## src/rtl/noise_channel_if.sv

```systemverilog
// Register-field and status bundle between sound_registers and the noise channel.
// The master drives NR41-NR44 fields and frame-sequencer pulses; the slave returns level/on_flag.
interface noise_channel_if;
    logic       length_tick;
    logic       env_tick;
    logic [5:0] length_data;
    logic [3:0] initial_volume;
    logic       envelope_increasing;
    logic [2:0] num_envelope_sweeps;
    logic [3:0] shift_clock_freq_data;
    logic       counter_width;
    logic [2:0] freq_dividing_ratio;
    logic       initialize;
    logic       dont_loop;
    logic [3:0] level;
    logic       on_flag;

    modport master (
        output length_tick, env_tick, length_data, initial_volume, envelope_increasing,
               num_envelope_sweeps, shift_clock_freq_data, counter_width, freq_dividing_ratio,
               initialize, dont_loop,
        input  level, on_flag
    );

    modport slave (
        input  length_tick, env_tick, length_data, initial_volume, envelope_increasing,
               num_envelope_sweeps, shift_clock_freq_data, counter_width, freq_dividing_ratio,
               initialize, dont_loop,
        output level, on_flag
    );
endinterface

```

## src/rtl/noise_channel.sv

```systemverilog
// Game Boy sound channel 4: 15/7-bit LFSR noise with length counter and volume envelope.
// All state is computed as a next-state set so level/on_flag reflect an update one cycle later.
module noise_channel #(
    parameter int BASE_DIV = 12
) (
    input  logic             ac97_bitclk,
    input  logic             reset,
    noise_channel_if.slave   bus
);
    localparam int PRE_W = (BASE_DIV > 1) ? $clog2(BASE_DIV) : 1;

    // Shift-register step; in 7-bit mode the feedback is also written into bit 6.
    function automatic logic [14:0] lfsr_step(input logic [14:0] cur, input logic narrow);
        logic       fb;
        logic [14:0] res;
        fb  = cur[0] ^ cur[1];
        res = {fb, cur[14:1]};
        if (narrow) begin
            res[6] = fb;
        end else begin
            res = res;
        end
        return res;
    endfunction

    logic [14:0]      lfsr_r,       lfsr_s;
    logic [3:0]       volume_r,     volume_s;
    logic [6:0]       length_cnt_r, length_cnt_s;
    logic [2:0]       env_cnt_r,    env_cnt_s;
    logic [PRE_W-1:0] prescaler_r,  prescaler_s;
    logic [17:0]      divider_r,    divider_s;
    logic             init_q_r;
    logic             on_r,         on_s;
    logic [3:0]       level_r,      level_s;

    logic             trigger_s;
    logic             dac_en_s;
    logic             base_tick_s;
    logic             shift_en_s;
    logic             div_wrap_s;
    logic [3:0]       period_base_s;
    logic [17:0]      period_s;

    // Next-state evaluation: trigger, then length/envelope ticks, then LFSR clocking.
    always_comb begin
        lfsr_s       = lfsr_r;
        volume_s     = volume_r;
        length_cnt_s = length_cnt_r;
        env_cnt_s    = env_cnt_r;
        prescaler_s  = prescaler_r;
        divider_s    = divider_r;
        on_s         = on_r;
        level_s      = 4'd0;

        trigger_s     = bus.initialize && !init_q_r;
        dac_en_s      = (bus.initial_volume != 4'd0) || bus.envelope_increasing;
        base_tick_s   = (prescaler_r == PRE_W'(BASE_DIV - 1));
        shift_en_s    = (bus.shift_clock_freq_data < 4'd14);
        period_base_s = (bus.freq_dividing_ratio == 3'd0) ? 4'd1 : {bus.freq_dividing_ratio, 1'b0};
        period_s      = {14'd0, period_base_s} << ({1'b0, bus.shift_clock_freq_data} + 5'd1);
        // A divider already at or past a freshly shortened period wraps on the next base tick.
        div_wrap_s    = base_tick_s && shift_en_s && (divider_r >= (period_s - 18'd1));

        if (trigger_s) begin
            lfsr_s       = 15'h7FFF;
            volume_s     = bus.initial_volume;
            env_cnt_s    = 3'd0;
            length_cnt_s = 7'd64 - {1'b0, bus.length_data};
            prescaler_s  = '0;
            divider_s    = 18'd0;
            on_s         = dac_en_s;
        end else begin
            prescaler_s = base_tick_s ? '0 : (prescaler_r + PRE_W'(1));

            if (base_tick_s && shift_en_s) begin
                divider_s = div_wrap_s ? 18'd0 : (divider_r + 18'd1);
            end else if (!shift_en_s) begin
                divider_s = 18'd0;
            end else begin
                divider_s = divider_r;
            end

            if (div_wrap_s) begin
                lfsr_s = lfsr_step(lfsr_r, bus.counter_width);
            end else begin
                lfsr_s = lfsr_r;
            end

            if (bus.length_tick && bus.dont_loop && (length_cnt_r != 7'd0)) begin
                length_cnt_s = length_cnt_r - 7'd1;
                if (length_cnt_r == 7'd1) begin
                    on_s = 1'b0;
                end else begin
                    on_s = on_r;
                end
            end else begin
                length_cnt_s = length_cnt_r;
            end

            if (bus.env_tick && (bus.num_envelope_sweeps != 3'd0)) begin
                if (({1'b0, env_cnt_r} + 4'd1) >= {1'b0, bus.num_envelope_sweeps}) begin
                    env_cnt_s = 3'd0;
                    if (bus.envelope_increasing && (volume_r != 4'd15)) begin
                        volume_s = volume_r + 4'd1;
                    end else if (!bus.envelope_increasing && (volume_r != 4'd0)) begin
                        volume_s = volume_r - 4'd1;
                    end else begin
                        volume_s = volume_r;
                    end
                end else begin
                    env_cnt_s = env_cnt_r + 3'd1;
                end
            end else begin
                env_cnt_s = env_cnt_r;
            end

            if (!dac_en_s) begin
                on_s = 1'b0;
            end else begin
                on_s = on_s;
            end
        end

        if (on_s && !lfsr_s[0]) begin
            level_s = volume_s;
        end else begin
            level_s = 4'd0;
        end
    end

    // State and output registers with synchronous reset.
    always_ff @(posedge ac97_bitclk) begin
        if (reset) begin
            lfsr_r       <= 15'h7FFF;
            volume_r     <= 4'd0;
            length_cnt_r <= 7'd0;
            env_cnt_r    <= 3'd0;
            prescaler_r  <= '0;
            divider_r    <= 18'd0;
            init_q_r     <= 1'b0;
            on_r         <= 1'b0;
            level_r      <= 4'd0;
        end else begin
            lfsr_r       <= lfsr_s;
            volume_r     <= volume_s;
            length_cnt_r <= length_cnt_s;
            env_cnt_r    <= env_cnt_s;
            prescaler_r  <= prescaler_s;
            divider_r    <= divider_s;
            init_q_r     <= bus.initialize;
            on_r         <= on_s;
            level_r      <= level_s;
        end
    end

    assign bus.level   = level_r;
    assign bus.on_flag = on_r;
endmodule

```

## src/flat_wrapper.sv

```systemverilog
// flat-port wrapper written by rule: the top's interface ports become plain ports
module noise_channel_flat 
#(
    parameter int BASE_DIV = 12
)
  (ac97_bitclk, reset, bus_length_tick, bus_env_tick, bus_length_data, bus_initial_volume, bus_envelope_increasing, bus_num_envelope_sweeps, bus_shift_clock_freq_data, bus_counter_width, bus_freq_dividing_ratio, bus_initialize, bus_dont_loop, bus_level, bus_on_flag);
  noise_channel_if bus_i ();
  input  logic ac97_bitclk;
  input  logic reset;
  input wire logic [$bits(bus_i.length_tick)-1:0] bus_length_tick;
  input wire logic [$bits(bus_i.env_tick)-1:0] bus_env_tick;
  input wire logic [$bits(bus_i.length_data)-1:0] bus_length_data;
  input wire logic [$bits(bus_i.initial_volume)-1:0] bus_initial_volume;
  input wire logic [$bits(bus_i.envelope_increasing)-1:0] bus_envelope_increasing;
  input wire logic [$bits(bus_i.num_envelope_sweeps)-1:0] bus_num_envelope_sweeps;
  input wire logic [$bits(bus_i.shift_clock_freq_data)-1:0] bus_shift_clock_freq_data;
  input wire logic [$bits(bus_i.counter_width)-1:0] bus_counter_width;
  input wire logic [$bits(bus_i.freq_dividing_ratio)-1:0] bus_freq_dividing_ratio;
  input wire logic [$bits(bus_i.initialize)-1:0] bus_initialize;
  input wire logic [$bits(bus_i.dont_loop)-1:0] bus_dont_loop;
  output wire logic [$bits(bus_i.level)-1:0] bus_level;
  output wire logic [$bits(bus_i.on_flag)-1:0] bus_on_flag;
  assign bus_i.length_tick = bus_length_tick;
  assign bus_i.env_tick = bus_env_tick;
  assign bus_i.length_data = bus_length_data;
  assign bus_i.initial_volume = bus_initial_volume;
  assign bus_i.envelope_increasing = bus_envelope_increasing;
  assign bus_i.num_envelope_sweeps = bus_num_envelope_sweeps;
  assign bus_i.shift_clock_freq_data = bus_shift_clock_freq_data;
  assign bus_i.counter_width = bus_counter_width;
  assign bus_i.freq_dividing_ratio = bus_freq_dividing_ratio;
  assign bus_i.initialize = bus_initialize;
  assign bus_i.dont_loop = bus_dont_loop;
  assign bus_level = bus_i.level;
  assign bus_on_flag = bus_i.on_flag;
  noise_channel #(.BASE_DIV(BASE_DIV)) u_core (.ac97_bitclk(ac97_bitclk), .reset(reset), .bus(bus_i));
endmodule
```

## config.mk

```make
export PLATFORM = sky130hd
export DESIGN_NAME = noise_channel_flat
export DESIGN_NICKNAME = d
export VERILOG_FILES = /design/src/rtl/noise_channel_if.sv /design/src/rtl/noise_channel.sv /design/src/flat_wrapper.sv
export SDC_FILE = /design/constraint.sdc
export NUM_CORES = 1
export LEC_CHECK = 0
export ABC_AREA = 1
export CAP_MARGIN = 20
export CORE_MARGIN = 4
export CORE_UTILIZATION = 50
export DETAILED_ROUTE_END_ITERATION = 10
export DONT_BUFFER_PORTS = 1
export PLACE_DENSITY = 0.63
export SETUP_SLACK_MARGIN = 0.15
export SLEW_MARGIN = 5
export SYNTH_ARGS = -nofsm -noshare
export SYNTH_HDL_FRONTEND = slang
export SYNTH_SLANG_ARGS = --single-unit
```

## constraint.sdc

```tcl
create_clock -name ac97_bitclk -period 5.6 [get_ports ac97_bitclk]
set_input_delay 1.12 -clock ac97_bitclk [delete_from_list [all_inputs] [get_ports ac97_bitclk]]
set_output_delay 1.12 -clock ac97_bitclk [all_outputs]
set_load 0.005 [all_outputs]
```

### Yosys cells after proc, flatten, opt, wreduce, memory -nomap -nowiden

Cells that the tools add are included.

* divide/modulo/power cells: 0
* eq/ne operators: 4
* reductions and logical operators: 22
* shift operators: 1
* $lt $le $gt $ge: 3
* add/subtract/negate cells: 10
* mux-type cells: 19
* multipliers: 0
* bitwise gates (word level): 2

Operators with widths (count)
* two-way mux 18 bit: 3
* two-way mux 4 bit: 6
* adder 18 x 1 -> 18 bit, second input constant: 1
* >= comparator 18 bit: 1
* left shift 4 x 5 -> 18 bit: 1
* subtractor 18 x 1 -> 18 bit, second input constant: 1
* two-way mux 7 bit: 2
* logical AND 1 bit: 9
* adder 4 x 1 -> 4 bit, second input constant: 2
* nonzero test 4 bit: 2
* equality test 7 x 1 -> 1 bit, second input constant: 1
* two-way mux 1 bit: 7
* nonzero test 7 bit: 1
* subtractor 7 x 1 -> 7 bit, second input constant: 1
* subtractor 7 x 6 -> 7 bit, first input constant: 1
* adder 4 x 1 -> 5 bit, second input constant: 1
* adder 3 x 1 -> 4 bit, second input constant: 1
* equality test 4 bit, second input constant: 1
* >= comparator 4 x 3 -> 1 bit: 1
* < comparator 4 bit, second input constant: 1
* != test 4 bit, second input constant: 1
* OR reduction 2 bit: 2
* subtractor 4 x 1 -> 4 bit, second input constant: 1
* adder 3 x 1 -> 3 bit, second input constant: 1
* other kinds (10): 12

* output and inout bits: 5
* RAM bits: 0
* register bits: 57
* bits in latches: 0
* memories kept: 0
* logic and storage cells: 71
* bits in read-only memories: 0
* input bits: 28

### Depth between registers and ports, before layout

Gate-level depths: netlist of run 1.

* word-level depth: 12
* gate-level depth with buffers: 27
* gate-level depth less buffers: 26

### Worst setup path before layout of run 1

OpenSTA, ideal clock, no wires.

* path kind: input -> register
* start point: input port bus_shift_clock_freq_data[0]
* end point: register u_core.lfsr_r[14]
* setup time: 0.134 ns
* stages: 25
* path buffers: 3
* arrival: 3.903 ns
* required time: 5.466 ns
* path slack: 1.563 ns
* cell sequence: ha_1 buf_4 inv_2 buf_2 nand3_1 nor2_1 inv_1 ha_1 nand2_1 xor2_1 inv_1 ha_1 nand2_1 inv_1 a21oi_1 nand2_1 nand2_1 nand2_1 nand2_1 nand2_1 nand2_1 inv_1 buf_2 nand2_1 nand3_1

* longest elaborated chain between the ends: 5
* elaborated cells on any way between the ends: 7
* those cells by class: 2 x add/sub; 2 x order compare; 1 x shift; 2 x reduce/logical

RTL lines
* start, declared: line flat_wrapper.sv:16 `input wire logic [$bits(bus_i.shift_clock_freq_data)-1:0] bus_shift_clock_freq_data;`
* adder 4 x 1 -> 5 bit: line noise_channel.sv:60 `period_s = {14'd0, period_base_s} << ({1'b0, bus.shift_clock_freq_data} + 5'd1);`
* left shift 4 x 5 -> 18 bit: line noise_channel.sv:60
* subtractor 18 x 1 -> 18 bit: line noise_channel.sv:62 `div_wrap_s = base_tick_s && shift_en_s && (divider_r >= (period_s - 18'd1));`
* >= comparator 18 bit: line noise_channel.sv:62
* logical AND 1 bit (*): line noise_channel.sv:62
* end signal, assigned: line noise_channel.sv:144 `lfsr_r <= lfsr_s;`
* end, declared: line noise_channel.sv:26 `logic [14:0] lfsr_r, lfsr_s;`

Mark *: on every way between the ends. The rest lies on a longest branch, timed or not.
A chain may end at the register's enable or synchronous reset.

### Final worst setup path of run 1

* start point: input port bus_shift_clock_freq_data[0]
* end point: register u_core.lfsr_r[9]

The elaborated chain is that of the path after synthesis.

==> results of run 1 <==
-- critical path: cells and delay by family --
kind,cells,cell delay [ns]
XOR/XNOR,1,0.16
adder cells (fa/ha/maj),3,0.71
buffers and inverters,4,0.63
AND/OR/NAND/NOR,16,1.96
-- sequential cells by signal (all words and copies together), names as in the netlist --
| name | count |
|---|---|
| u_core.env_cnt_r | 3 |
| u_core.prescaler_r | 4 |
| u_core.init_q_r | 1 |
| u_core.divider_r | 18 |
| u_core.length_cnt_r | 7 |
| u_core.bus.level | 4 |
| u_core.bus.on_flag | 1 |
| u_core.lfsr_r | 15 |
| u_core.volume_r | 4 |
-- path summary, 6_finish.rpt --
kind,startpoint,endpoint,cells past startpoint
max,bus_shift_clock_freq_data[0],u_core.lfsr_r[9],24
min,u_core.lfsr_r[9],u_core.lfsr_r[8],2
max reg2reg,u_core.divider_r[0],u_core.lfsr_r[9],14
min reg2reg,u_core.lfsr_r[9],u_core.lfsr_r[8],2
-- synthesized netlist by cell type, types with 2 or more instances --
library cell	instances	area share, %
o21ai_0	26	2.9
clkbuf_1	9	0.75
nor2_2	6	0.83
inv_1	97	8.0
ha_1	32	8.8
xor2_1	18	3.5
a21oi_1	40	4.4
o21bai_1	6	0.99
nor2_1	81	6.7
xnor2_1	7	1.4
nand3_1	73	8.1
nand2_1	201	17
o211ai_1	2	0.33
or2_2	2	0.28
a31oi_1	3	0.41
buf_4	2	0.33
clkinv_1	2	0.17
nand2_2	11	1.5
buf_2	3	0.33
nand4_1	11	1.5
nand3b_1	3	0.50
nor3_1	9	0.99
inv_2	5	0.41
nor2_4	4	0.99
dfxtp_1	57	25
nand3_2	6	1.3
-- logic make-up (layout without fill, tap and decap cells) --
group                    after synthesis  in the layout  synth area share [%]
multiplexers                           1              1                 0.221
XOR/XNOR                              25             25                  4.83
AO/OA/AOI/OAI                         85             85                  10.4
buffers and inverters                120            124                  10.4
adder cells (fa/ha/maj)               32             32                  8.83
flip-flops                            57             57                  25.2
AND/OR/NAND/NOR                      410            410                  40.2
-- metal layers --
layer,vias to the layer above,part of all wire [%]
met1,1946,46
li1,2325,-
met2,80,49
met5,-,0
met3,4,4.5
met4,0,0.47
-- area by class of cell --
type / instances / area, sq um
clock inverters: 6 / 67.6
flip-flops and latches: 57 / 1140
inverters: 105 / 397
well taps: 108 / 135
fillers: 912 / 3940
repair buffers: 3 / 22.5
multi-input cells: 553 / 2920
clock buffers: 10 / 138
-- where the power goes --
group,internal (W),leakage [nW],switching (W)
Sequential,0.000417,0.463,0.00000943
Combinational,0.0000949,1.91,0.000185
Clock,0.000218,0.0985,0.000172
Total,0.000730,2.47,0.000366
-- metrics by stage --
stage	instances	instance area [sq um]	hold slack (ns)
2_1_floorplan	730	4530	0.418
3_3_place_gp	826	4620	0.434
3_5_place_dp	826	4620	0.440
4_1_cts	842	4820	0.459
5_1_grt	842	4820	0.487
6_report	842	4820	0.455
==> flow_metrics.env, run 1 <==
export IMPL_power_density_mw_per_mm2=227
export IMPL_fin_ws_ns=1.30
export IMPL_max_freq_mhz=232
export IMPL_ys_seq_area_share_pct=25.2
export IMPL_nNetsFinal=789
export IMPL_insertion_delay_ns=0.34
export IMPL_final_layout_size_suffix_gt1_share_pct=7.63
export IMPL_dr_pass1_iters=5
export IMPL_final_max_slew_violation_count=0
export IMPL_maxSlewHeadroom_pct=51.5
export IMPL_dieHeight_um=103
export IMPL_synth_seq_cells=57
export IMPL_clock_skew_ns=0.0109
export IMPL_yosysWarnings=0
export IMPL_min_period_ns=4.30
export IMPL_grt_ovfl_total=0
export IMPL_grt_pass1_vias=4028
export IMPL_ctsResizeCount=0
export IMPL_layout_commonest_cell="nand2_1"
export IMPL_max_stage_delay_ns=0.42
export IMPL_area_delta_synth_final_pct=6.35
export IMPL_report_final_setup_viol=0
export IMPL_rows=34
export IMPL_grtUsageMet2_pct=35.7
export IMPL_syn_area_per_cell_sq_um=6.21
export IMPL_grt_max_degree=23
export IMPL_rsz0062_at_grt="false"
export IMPL_required_ns=5.88
export IMPL_post_cts_setup_buffers=0
export IMPL_grt_use_met3_pct=4.90
export IMPL_outcome="finished clean"
export IMPL_syn_area_sq_mm=0.00453
export IMPL_crit_top_cell="nand2_1"
export IMPL_dp_hpwl_um=8080
export IMPL_setup_worst_path_start_class="primary input"
export IMPL_gr_usage_met1_pct=26.5
export IMPL_initial_core_util_pct=51.7
export IMPL_maxCapViolCount=0
export IMPL_ios=33
export IMPL_postCtsHoldBufs=0
export IMPL_viasPerCell=5.17
export IMPL_worstSetupPathType="primary input to flip-flop"
export IMPL_fin_crit_sh_pct=76.8
export IMPL_mostFrequentLayoutCells="nand2_1, inv_1, nor2_1"
export IMPL_numCtsBuffers=9
export IMPL_cts_tree="built"
export IMPL_synth_edf_count=0
export IMPL_fin_tns_setup_ns=0
export IMPL_clk_path_buf_depth=2
export IMPL_hold_viol=0
export IMPL_io_buffers=0
export IMPL_power_total_w=0.00110
export IMPL_vdd_drop_max_uv=195
export IMPL_crit_path_end_kind="flip-flop"
export IMPL_path_max_fanout=17
export IMPL_hold_class="flip-flop to flip-flop"
export IMPL_clk_pin_slew_worst_paths_ns=0.07
export IMPL_die_w_um=103
export IMPL_gr_usage_all_layers_pct=20.8
export IMPL_busiest_layer="met2"
export IMPL_drtAntennaViolNets=0
export IMPL_clock_sinks=57
export IMPL_async_reset_ff_share_pct=0
export IMPL_avgRoutedWirePerCell_um=12.2
export IMPL_grt_first_pass_wirelength_um=18100
export IMPL_worstPathArrival_ns=4.58
export IMPL_vias=4355
export IMPL_antenna_found_initial=0
export IMPL_core_sq_mm=0.00876
export IMPL_netlist_instances=730
export IMPL_drtIter0Drc=160
export IMPL_synthesis_nets=790
export IMPL_layout_core_utilization_pct=55.0
export IMPL_p_leak_nw=2.47
export IMPL_clockRootBuffer="clkbuf_8"
export IMPL_worstPathCellList="ha_1, inv_1, nand2_1, nand2_2, nand3_1, nor2_1, inv_1, ha_1, nand2_1, xor2_1, inv_1, ha_1, nand2_1, nor2_1, nand3_1, nor2_1, nor2_1, nand2_1, nand2_1, nand2_1, nand2_1, inv_1, nand2_1, nand3_1"
export IMPL_drc=0
export IMPL_tightest_slew_ns=0.727
export IMPL_rrSetupSlack_ns=3.03
export IMPL_diodes=0
export IMPL_h_tree_depth=3
export IMPL_ys_types=40
export IMPL_synth_flop_cell="dfxtp_1"
export IMPL_totalWireLength_um=10300
export IMPL_place_ws_ns=0.960
export IMPL_dieArea_sq_mm=0.0107
export IMPL_gp_congestion=0.926
export IMPL_slowest_stage="inv_1"
Power figures use the tool's default switching activity.
==> inputs of run 2 (changes only) <==
==> constraint.sdc (replaced) <==
create_clock -name ac97_bitclk -period 4.44 [get_ports ac97_bitclk]
set_input_delay 0.888 -clock ac97_bitclk [delete_from_list [all_inputs] [get_ports ac97_bitclk]]
set_output_delay 0.888 -clock ac97_bitclk [all_outputs]
set_load 0.005 [all_outputs]
==> run 2 against run 1 <==
Compared with the run above: sequential cell count is the same; utilization grew 0.23 points; global-route usage shrank 0.19 points; total power grew 30%; sequential share of layout area shrank 0.098 points; critical path depth shrank 2; non-clock buffer count grew 1; count of clock-buffer cells in the layout is the same.
==> flow_metrics.env, run 2 (synthesized netlist as in run 1, its figures left out) <==
export IMPL_diodes=0
export IMPL_clock_skew_ns=0.0125
export IMPL_area_delta_synth_final_pct=6.79
export IMPL_dr_pass1_iters=5
export IMPL_maxSlewHeadroom_pct=49.0
export IMPL_insertion_delay_ns=0.34
export IMPL_report_final_setup_viol=0
export IMPL_hold_viol=0
export IMPL_outcome="finished clean"
export IMPL_mostFrequentLayoutCells="nand2_1, inv_1, nor2_1"
export IMPL_power_density_mw_per_mm2=295
export IMPL_clk_pin_slew_worst_paths_ns=0.07
export IMPL_avgRoutedWirePerCell_um=12.2
export IMPL_min_period_ns=3.70
export IMPL_gp_congestion=0.902
export IMPL_hold_class="flip-flop to flip-flop"
export IMPL_die_w_um=103
export IMPL_nNetsFinal=790
export IMPL_viasPerCell=5.22
export IMPL_ctsResizeCount=0
export IMPL_fin_crit_sh_pct=83.4
export IMPL_vias=4393
export IMPL_largest_register="u_core.divider_r"
export IMPL_maxCapViolCount=0
export IMPL_cts_tree="built"
export IMPL_crit_top_cell="nand2_1"
export IMPL_numCtsBuffers=9
export IMPL_placedCellCount=827
export IMPL_drc=0
export IMPL_max_stage_delay_ns=0.40
export IMPL_core_sq_mm=0.00876
export IMPL_final_max_slew_violation_count=0
export IMPL_worstPathArrival_ns=3.98
export IMPL_worstSetupPathType="primary input to flip-flop"
export IMPL_grt_pass1_vias=4093
export IMPL_dp_hpwl_um=7980
export IMPL_max_freq_mhz=270
export IMPL_rsz0062_at_grt="false"
export IMPL_ios=33
export IMPL_path_max_fanout=13
export IMPL_slowest_stage="ha_1"
export IMPL_io_buffers=0
export IMPL_setup_worst_path_start_class="primary input"
export IMPL_reg_top3="u_core.divider_r (18), u_core.lfsr_r (15), u_core.length_cnt_r (7)"
export IMPL_seq_area_sq_mm=0.00114
export IMPL_fillers=891
export IMPL_crit_path_end_kind="flip-flop"
export IMPL_drtIter0Drc=177
export IMPL_rows=34
export IMPL_dieHeight_um=103
export IMPL_h_tree_depth=3
export IMPL_grt_first_pass_wirelength_um=17800
export IMPL_post_cts_setup_buffers=0
export IMPL_p_leak_nw=2.48
export IMPL_layout_commonest_cell="nand2_1"
export IMPL_fin_tns_setup_ns=0
export IMPL_final_cells=842
export IMPL_tightest_slew_ns=0.764
export IMPL_postCtsHoldBufs=0
export IMPL_grt_max_degree=23
export IMPL_final_layout_size_suffix_gt1_share_pct=7.63
export IMPL_vdd_drop_max_uv=173
export IMPL_place_ws_ns=0.408
export IMPL_drtAntennaViolNets=0
export IMPL_gr_usage_all_layers_pct=20.6
export IMPL_totalWireLength_um=10200
export IMPL_fin_ws_ns=0.738
export IMPL_grt_ovfl_total=0
export IMPL_dieArea_sq_mm=0.0107
export IMPL_largest_register_ffs=18
export IMPL_clock_sinks=57
export IMPL_initial_core_util_pct=51.7
export IMPL_required_ns=4.72
export IMPL_multi_input_area_sq_mm=0.00292
export IMPL_worstPathCellList="ha_1, inv_2, nand3_1, nor2_1, inv_1, ha_1, nand2_1, xor2_1, inv_1, ha_1, nand2_1, nor2_1, nand3_1, nor2_1, nor2_1, nand2_1, nand2_1, nand2_1, nand2_1, inv_1, nand2_1, nand3_1"
export IMPL_clockRootBuffer="clkbuf_8"
export IMPL_clk_path_buf_depth=2
export IMPL_antenna_found_initial=0
[run 2: cell types whose count changed in the layout (fill, tap and decap cells not counted), sizes merged]
cell    delta
buf        +1
bufinv     +1
clkinv     -2
[run 2: worst paths after layout]
kind	slack, ns	depth (start not counted)	startpoint	endpoint
setup / recovery	0.74	22	bus_shift_clock_freq_data[0]	u_core.lfsr_r[5]
hold / removal	0.46	1	u_core.prescaler_r[0]	u_core.prescaler_r[0]
setup reg to reg	2.19	14	u_core.divider_r[0]	u_core.lfsr_r[5]
hold reg to reg	0.46	1	u_core.prescaler_r[0]	u_core.prescaler_r[0]
[run 2: worst max-delay path, delay by kind of cell]
kind,cells,cell delay [ns]
buffers and inverters,4,0.64
AND/OR/NAND/NOR,14,1.43
adder cells (fa/ha/maj),3,0.88
XOR/XNOR,1,0.15
[run 2: report_power, final]
group	leakage [nW]	total (W)	switching, W	internal, W
Sequential	0.463	0.000538	0.0000118	0.000526
Combinational	1.91	0.000351	0.000232	0.000120
Clock	0.104	0.000540	0.000213	0.000327
Total	2.48	0.00143	0.000456	0.000973
[run 2: per-stage QoR]
stage	hold WS, ns	utilization, %	instance area [sq um]	power, W
5_1_grt	0.479	55.2	4840	0.00153
4_1_cts	0.457	55.2	4840	0.00145
3_5_place_dp	0.445	52.8	4620	0.000899
6_report	0.458	55.2	4840	0.00143
3_3_place_gp	0.433	52.8	4620	0.000891
2_1_floorplan	0.418	-	4530	0.000835
[run 2: per-layer routing]
metal  global-route usage (%)  wire length, um  vias to the layer above
li1                         -                -                     2337
met3                     4.29              395                       12
met1                     24.8             4760                     1966
met2                     36.7             4950                       78
met4                     6.57              149                        0
met5                        0                0                        -
[run 2: final cells by class]
type,instances,area share (%)
repair buffers,4,0.620
clock buffers,10,2.84
inverters,105,8.19
clock inverters,5,1.65
well taps,108,2.79
flip-flops and latches,57,23.6
multi-input cells,553,60.3
==> inputs of run 3 (changes only) <==
--- a/config.mk
+++ b/config.mk
@@ -11,7 +11,7 @@
 export CORE_UTILIZATION = 50
 export DETAILED_ROUTE_END_ITERATION = 10
 export DONT_BUFFER_PORTS = 1
-export PLACE_DENSITY = 0.63
+export PLACE_DENSITY = 0.66
 export SETUP_SLACK_MARGIN = 0.15
 export SLEW_MARGIN = 5
 export SYNTH_ARGS = -nofsm -noshare
==> constraint.sdc (replaced) <==
create_clock -name ac97_bitclk -period 3.3 [get_ports ac97_bitclk]
set_input_delay 0.66 -clock ac97_bitclk [delete_from_list [all_inputs] [get_ports ac97_bitclk]]
set_output_delay 0.66 -clock ac97_bitclk [all_outputs]
set_load 0.005 [all_outputs]
==> run 3 against run 2 <==
Compared with the run above: utilization increased by 11 points; total power grew 48%; register-to-register slack lost 1.0 ns; worst setup slack worse by 0.60 ns; non-clock buffer count increased by 40; wire length is 13% higher; cell area rose by 20%; critical path type unchanged.
==> flow_metrics.env, run 3 (synthesized netlist as in run 1, its figures left out) <==
export IMPL_outcome="finished clean"
export IMPL_seq_power_share_pct=34.2
export IMPL_path_max_fanout=11
export IMPL_insertion_delay_ns=0.34
export IMPL_tightest_slew_ns=0.827
export IMPL_area_delta_synth_final_pct=28.6
export IMPL_dr_pass1_iters=4
export IMPL_dieHeight_um=103
export IMPL_postCtsHoldBufs=0
export IMPL_power_switching_w=0.000727
export IMPL_gr_usage_all_layers_pct=20.7
export IMPL_numCtsBuffers=9
export IMPL_min_period_ns=3.16
export IMPL_clock_sinks=57
export IMPL_max_stage_delay_ns=0.22
export IMPL_drtAntennaViolNets=0
export IMPL_rsz0062_at_grt="true"
export IMPL_clockRootBuffer="clkbuf_8"
export IMPL_clk_pin_slew_worst_paths_ns=0.08
export IMPL_hold_class="primary input to flip-flop"
export IMPL_worstPathCellList="ha_4, nand2_4, inv_4, nor2_4, buf_12, nand3_2, inv_1, nand2_2, nand2_4, nor2_4, nand2_2, nor2_4, nand2_1, nand2_1, nand2_2, ha_4, a21oi_1, o21ai_0, a21oi_2, nand2_4, nor2_4, clkbuf_16, nand2_2, a21oi_2"
export IMPL_worstPathArrival_ns=3.43
export IMPL_reg_top3="u_core.divider_r (18), u_core.lfsr_r (15), u_core.length_cnt_r (7)"
export IMPL_rrSetupSlack_ns=1.15
export IMPL_die_w_um=103
export IMPL_drtIter0Drc=148
export IMPL_max_freq_mhz=316
export IMPL_diodes=0
export IMPL_report_final_setup_viol=0
export IMPL_dp_hpwl_um=8410
export IMPL_setup_worst_path_start_class="primary input"
export IMPL_dieArea_sq_mm=0.0107
export IMPL_power_total_w=0.00212
export IMPL_grt_ovfl_total=0
export IMPL_io_buffers=0
export IMPL_maxSlewHeadroom_pct=44.8
export IMPL_largest_register="u_core.divider_r"
export IMPL_clockPowerShare_pct=34.9
export IMPL_h_tree_depth=3
export IMPL_final_layout_size_suffix_gt1_share_pct=25.5
export IMPL_power_density_mw_per_mm2=363
export IMPL_clk_path_buf_depth=2
export IMPL_drc=0
export IMPL_p_sw_share_pct=34.3
export IMPL_power_internal_w=0.00139
export IMPL_viasPerCell=5.28
export IMPL_fillers=750
export IMPL_maxCapViolCount=0
export IMPL_avgRoutedWirePerCell_um=13.1
export IMPL_largest_register_ffs=18
export IMPL_hold_viol=0
export IMPL_fin_crit_sh_pct=95.8
export IMPL_gp_congestion=0.949
export IMPL_grt_first_pass_wirelength_um=18000
export IMPL_clock_skew_ns=0.0101
export IMPL_crit_path_end_kind="flip-flop"
export IMPL_ios=33
export IMPL_rows=34
export IMPL_core_sq_mm=0.00876
export IMPL_vdd_drop_max_uv=352
export IMPL_nNetsFinal=831
export IMPL_slowest_stage="nor2_4"
export IMPL_mostFrequentLayoutCells="nand2_1, inv_1, nor2_1"
export IMPL_totalWireLength_um=11500
export IMPL_whs_ns=0.380
export IMPL_layout_commonest_cell="nand2_1"
export IMPL_final_max_slew_violation_count=0
export IMPL_p_leak_nw=2.83
export IMPL_initial_core_util_pct=51.7
export IMPL_grt_max_degree=23
export IMPL_vias=4665
export IMPL_worstSetupPathType="primary input to flip-flop"
export IMPL_grt_pass1_vias=4103
export IMPL_p_comb_share_pct=30.9
export IMPL_required_ns=3.57
export IMPL_antenna_found_initial=0
export IMPL_cts_tree="built"
-- run 3: layer usage --
layer  global-route usage [%]  routed length (um)  share of wire (%)
met2                     34.8                5770                 50
met5                        0                   0                  0
met4                     5.08                 127                1.1
met3                     3.89                 467                4.0
met1                     27.6                5180                 45
-- run 3: final timing paths --
check,startpoint,to,depth (start not counted)
setup / recovery,bus_shift_clock_freq_data[0],u_core.divider_r[8],24
hold reg to reg,u_core.prescaler_r[0],u_core.prescaler_r[0],1
hold / removal,reset,u_core.length_cnt_r[6],1
setup reg to reg,u_core.divider_r[0],u_core.divider_r[8],14
-- run 3: repair_timing --
action / 4_1_cts / 5_1_grt
setup buffers: 0 / 8
resized for setup: 0 / 130
hold endpoints to repair: 0 / 0
endpoints found under the setup margin: 0 / 37
-- run 3: layout make-up --
type / count / area, sq um / area share (%)
multi-input cells: 554 / 3510 / 60.1
flip-flops and latches: 57 / 1140 / 19.6
repair buffers: 44 / 412 / 7.06
inverters: 105 / 409 / 7.02
well taps: 108 / 135 / 2.32
clock buffers: 9 / 124 / 2.12
clock inverters: 7 / 103 / 1.76
-- run 3: power by group through the flow --
stage	clock network, W	registers (W)	logic [W]
global placement	0	0.000738	0.000511
detailed placement	0	0.000739	0.000522
floorplan	0	0.000735	0.000400
CTS	0.000758	0.000723	0.000524
global route	0.000779	0.000726	0.000730
finish	0.000740	0.000724	0.000654
-- run 3: worst max-delay path: cells and delay by family --
family / cells / cell delay [ns]
buffers and inverters: 4 / 0.49
adder cells (fa/ha/maj): 2 / 0.35
AND/OR/NAND/NOR: 14 / 1.30
AO/OA/AOI/OAI: 4 / 0.60
-- run 3: stage by stage --
step | utilization (%) | cells | area (sq um) | setup slack [ns] | setup TNS, ns
final | 66.5 | 884 | 5830 | 0.138 | 0
after global routing | 66.5 | 884 | 5830 | -0.0547 | -0.510
after detailed placement | 56.6 | 858 | 4960 | -0.152 | -4.22
after global placement | 56.6 | 858 | 4960 | -0.129 | -2.61
after CTS | 59.2 | 874 | 5190 | 0.200 | 0
after floorplan | - | 730 | 4660 | 0.0759 | 0
==> patch: new RTL, flow settings as in run 1 <==
`BASE_DIV` is set to 12 in 2 places; all go to 14.
--- a/src/rtl/noise_channel.sv
+++ b/src/rtl/noise_channel.sv
@@ -1,7 +1,7 @@
 // Game Boy sound channel 4: 15/7-bit LFSR noise with length counter and volume envelope.
 // All state is computed as a next-state set so level/on_flag reflect an update one cycle later.
 module noise_channel #(
-    parameter int BASE_DIV = 12
+    parameter int BASE_DIV = 14
 ) (
     input  logic             ac97_bitclk,
     input  logic             reset,
--- a/src/flat_wrapper.sv
+++ b/src/flat_wrapper.sv
@@ -1,7 +1,7 @@
 // flat-port wrapper written by rule: the top's interface ports become plain ports
 module noise_channel_flat 
 #(
-    parameter int BASE_DIV = 12
+    parameter int BASE_DIV = 14
 )
   (ac97_bitclk, reset, bus_length_tick, bus_env_tick, bus_length_data, bus_initial_volume, bus_envelope_increasing, bus_num_envelope_sweeps, bus_shift_clock_freq_data, bus_counter_width, bus_freq_dividing_ratio, bus_initialize, bus_dont_loop, bus_level, bus_on_flag);
   noise_channel_if bus_i ();
Check against the original RTL: no difference found for any inputs over 10 cycles, from zero or initial values and one cycle with reset high; that may be too few to reach the edited logic, so the function may still have changed.
==> patch against run 1 <==
- final area decreased by 0.54%
- critical path depth decreased by 1
- synthesized area decreased by 0.58%
- routed wire length increased by 1.1%
- sequential cell count unchanged
- count of clock-buffer cells in the layout unchanged
- power decreased by 0.74%
- sequential share of layout area increased by 0.13 points
- worst setup slack improved by 0.021 ns
- highest routed layer unchanged
==> patch: results (changes against run 1) <==
stage;metric;value;unit;change
worst_setup_path;Critical Path Slowest Stage Cell;nor2_1;;was inv_1
route;via count of the routed design;4472;;was 4355
global_routing;number of antenna violations at the first check in global routing;0;;unchanged
worst_setup_path;Slowest Stage Delay on Critical Path;0.62;ns;was 0.42 ns
worst_setup_path;arrival time of data at the critical path endpoint;4.53;ns;was 4.58 ns
cts;H-tree levels;3;;unchanged
route;number of iterations in the first detailed-routing pass;6;;was 5
hold_path;hold crit path type;reg2reg;;unchanged
cells_and_area;Top Registers;u_core.divider_r: 18 flops, u_core.lfsr_r: 15 flops, u_core.length_cnt_r: 7 flops;;unchanged
worst_setup_path;family of cells with the greatest summed delay on the critical path;simple AND/OR/NAND/NOR gates;;unchanged
cts;hold-fix buffers at CTS;0;;unchanged
power;Peak supply drop;0.000179;V;was 0.000195 V
cells_and_area;share of final-layout standard cells stronger than drive strength 1;0.0582;;was 0.0763
cts;deepest clock path buffer count;2;;unchanged
global_routing;largest net degree at the start of global routing;21;;was 23
logic_synthesis;ys flop type;dfxtp_1;;unchanged
cts;clock latency on the worst-skew pair;0.33;ns;
power;leakage power figure;2.41;nW;was 2.47 nW
placed_design;dpl ws;0.981;ns;was 0.960 ns
run_status;result of the run;finished, final reports clean;;unchanged
sta;worst-case clock skew;0.00991;ns;was 0.0109 ns
global_routing;overall routing resource usage;0.211;;was 0.208
cells_and_area;Final #Nets;795;;was 789
logic_synthesis;Ys Warns;0;;unchanged
worst_setup_path;maximum fanout along the worst path;12;;was 17
global_routing;number of global-route vias before repair;4169;;was 4028
logic_synthesis;distinct cell type count of the synthesized netlist;36;;was 40
placed_design;placed wire-length estimate after detailed placement;8.23;mm;was 8.08 mm
sta;headroom to the max-slew limit;0.429;;was 0.515
logic_synthesis;sequential share of the synthesized area;0.253;;was 0.252
global_routing;wire length of the first global-routing pass;18.2;mm;was 18.1 mm
sta;Setup Viol. Count Final;0;;unchanged
logic_synthesis;proportion of register bits with asynchronous set or reset after synthesis;0;;unchanged
route;Wirelength per Cell;12.3;µm;was 12.2 µm
cts;number of buffers inserted during clock tree synthesis;9;;unchanged
logic_synthesis;Synth top cells by count;nand2_1, inv_1, nor2_1;;unchanged
placed_design;final weighted congestion of routability-driven global placement;0.875;;was 0.926
placed_design;number of I/O port buffers;0;;unchanged
cells_and_area;Filler cells;854;;was 912
logic_synthesis;main area contributors after synthesis;dfxtp_1, nand2_1, nand3_1, ha_1, inv_1;;was dfxtp_1, nand2_1, ha_1, nand3_1, inv_1
cts;post-CTS clock slew at the launch and capture registers of the worst setup and hold paths;0.07;ns;about the same
route;DRC marker count from the first detailed-route iteration;165;;was 160
cts;CTS Root Buffer Type;clkbuf_8;;unchanged
-- patch: changes by cell type in the layout (fill, tap and decap cells not counted), moves of 3 or more --
cell and change:
a21oi_1 -5, nand3_1 +10, nor3_1 +3, o21bai_1 -4, inv_1 -3, nand2_2 -6
nand3_2 -3, o21ai_0 -6, nand3b_1 +3, nor2_1 +5, inv_2 -3, nand2_1 +14
-- patch: power by group --
group	internal (W)	total, W	switching, W
Combinational	0.0000924	0.000277	0.000184
Clock	0.000218	0.000383	0.000165
Sequential	0.000417	0.000428	0.0000102
Total	0.000728	0.00109	0.000360
-- patch: cells by family after synthesis --
logic type	share of synthesized area
xor gates and xnor gates	0.0466
buffers and inverters	0.0958
muxes	0.00222
adders and majority gates	0.0916
and+or+nand+nor	0.423
DFF	0.253
AOI/OAI and AO/OA	0.0877
-- patch: per-stage QoR --
step	total power (W)	cell area [µm²]	utilization	instances	hold slack (ns)
after global routing	0.00116	4790	0.547	847	0.479
after floorplan	0.000659	4510	-	735	0.429
final	0.00109	4790	0.547	847	0.451
after global placement	0.000707	4590	0.524	831	0.440
after detailed placement	0.000712	4590	0.524	831	0.442
after CTS	0.00110	4790	0.547	847	0.451
-- patch: worst register-to-register path, cell delays in order, from the launching register on --
cell     delay, ns
dfxtp_1       0.47
ha_1          0.30
a21o_1        0.19
nor2_1        0.10
nand2_1       0.07
nand2_1       0.05
nand4_1       0.12
nor2_1        0.62
nand2_1       0.15
a21oi_1       0.17
-- patch: per-layer routing --
layer	vias up	global-route usage	share of wire
met3	23	0.0406	0.048
li1	2351	-	-
met1	1980	0.272	0.47
met5	-	0	0
met4	0	0.0697	0.025
met2	118	0.353	0.46
-- patch: worst paths after layout --
check | cells past startpoint | to | slack [ns] | startpoint
min | 2 | u_core.lfsr_r[1]$_SDFFE_PP1P_ | 0.45 | u_core.lfsr_r[2]$_SDFFE_PP1P_
max reg2reg | 9 | u_core.divider_r[2]$_SDFFE_PP0P_ | 3.29 | u_core.divider_r[9]$_SDFFE_PP0P_
min reg2reg | 2 | u_core.lfsr_r[1]$_SDFFE_PP1P_ | 0.45 | u_core.lfsr_r[2]$_SDFFE_PP1P_
max | 23 | u_core.divider_r[2]$_SDFFE_PP0P_ | 1.32 | bus_shift_clock_freq_data[0]
-- patch: layout make-up --
type                            instances  area, µm²  area share
Multi-Input combinational cell        567       2930       0.612
Inverter                               97        364      0.0759
Clock inverter                          6       67.6      0.0141
Sequential cell                        57       1140       0.238
Timing Repair Buffer                    2       15.0     0.00313
Clock buffer                           10        138      0.0287
Tap cell                              108        135      0.0282
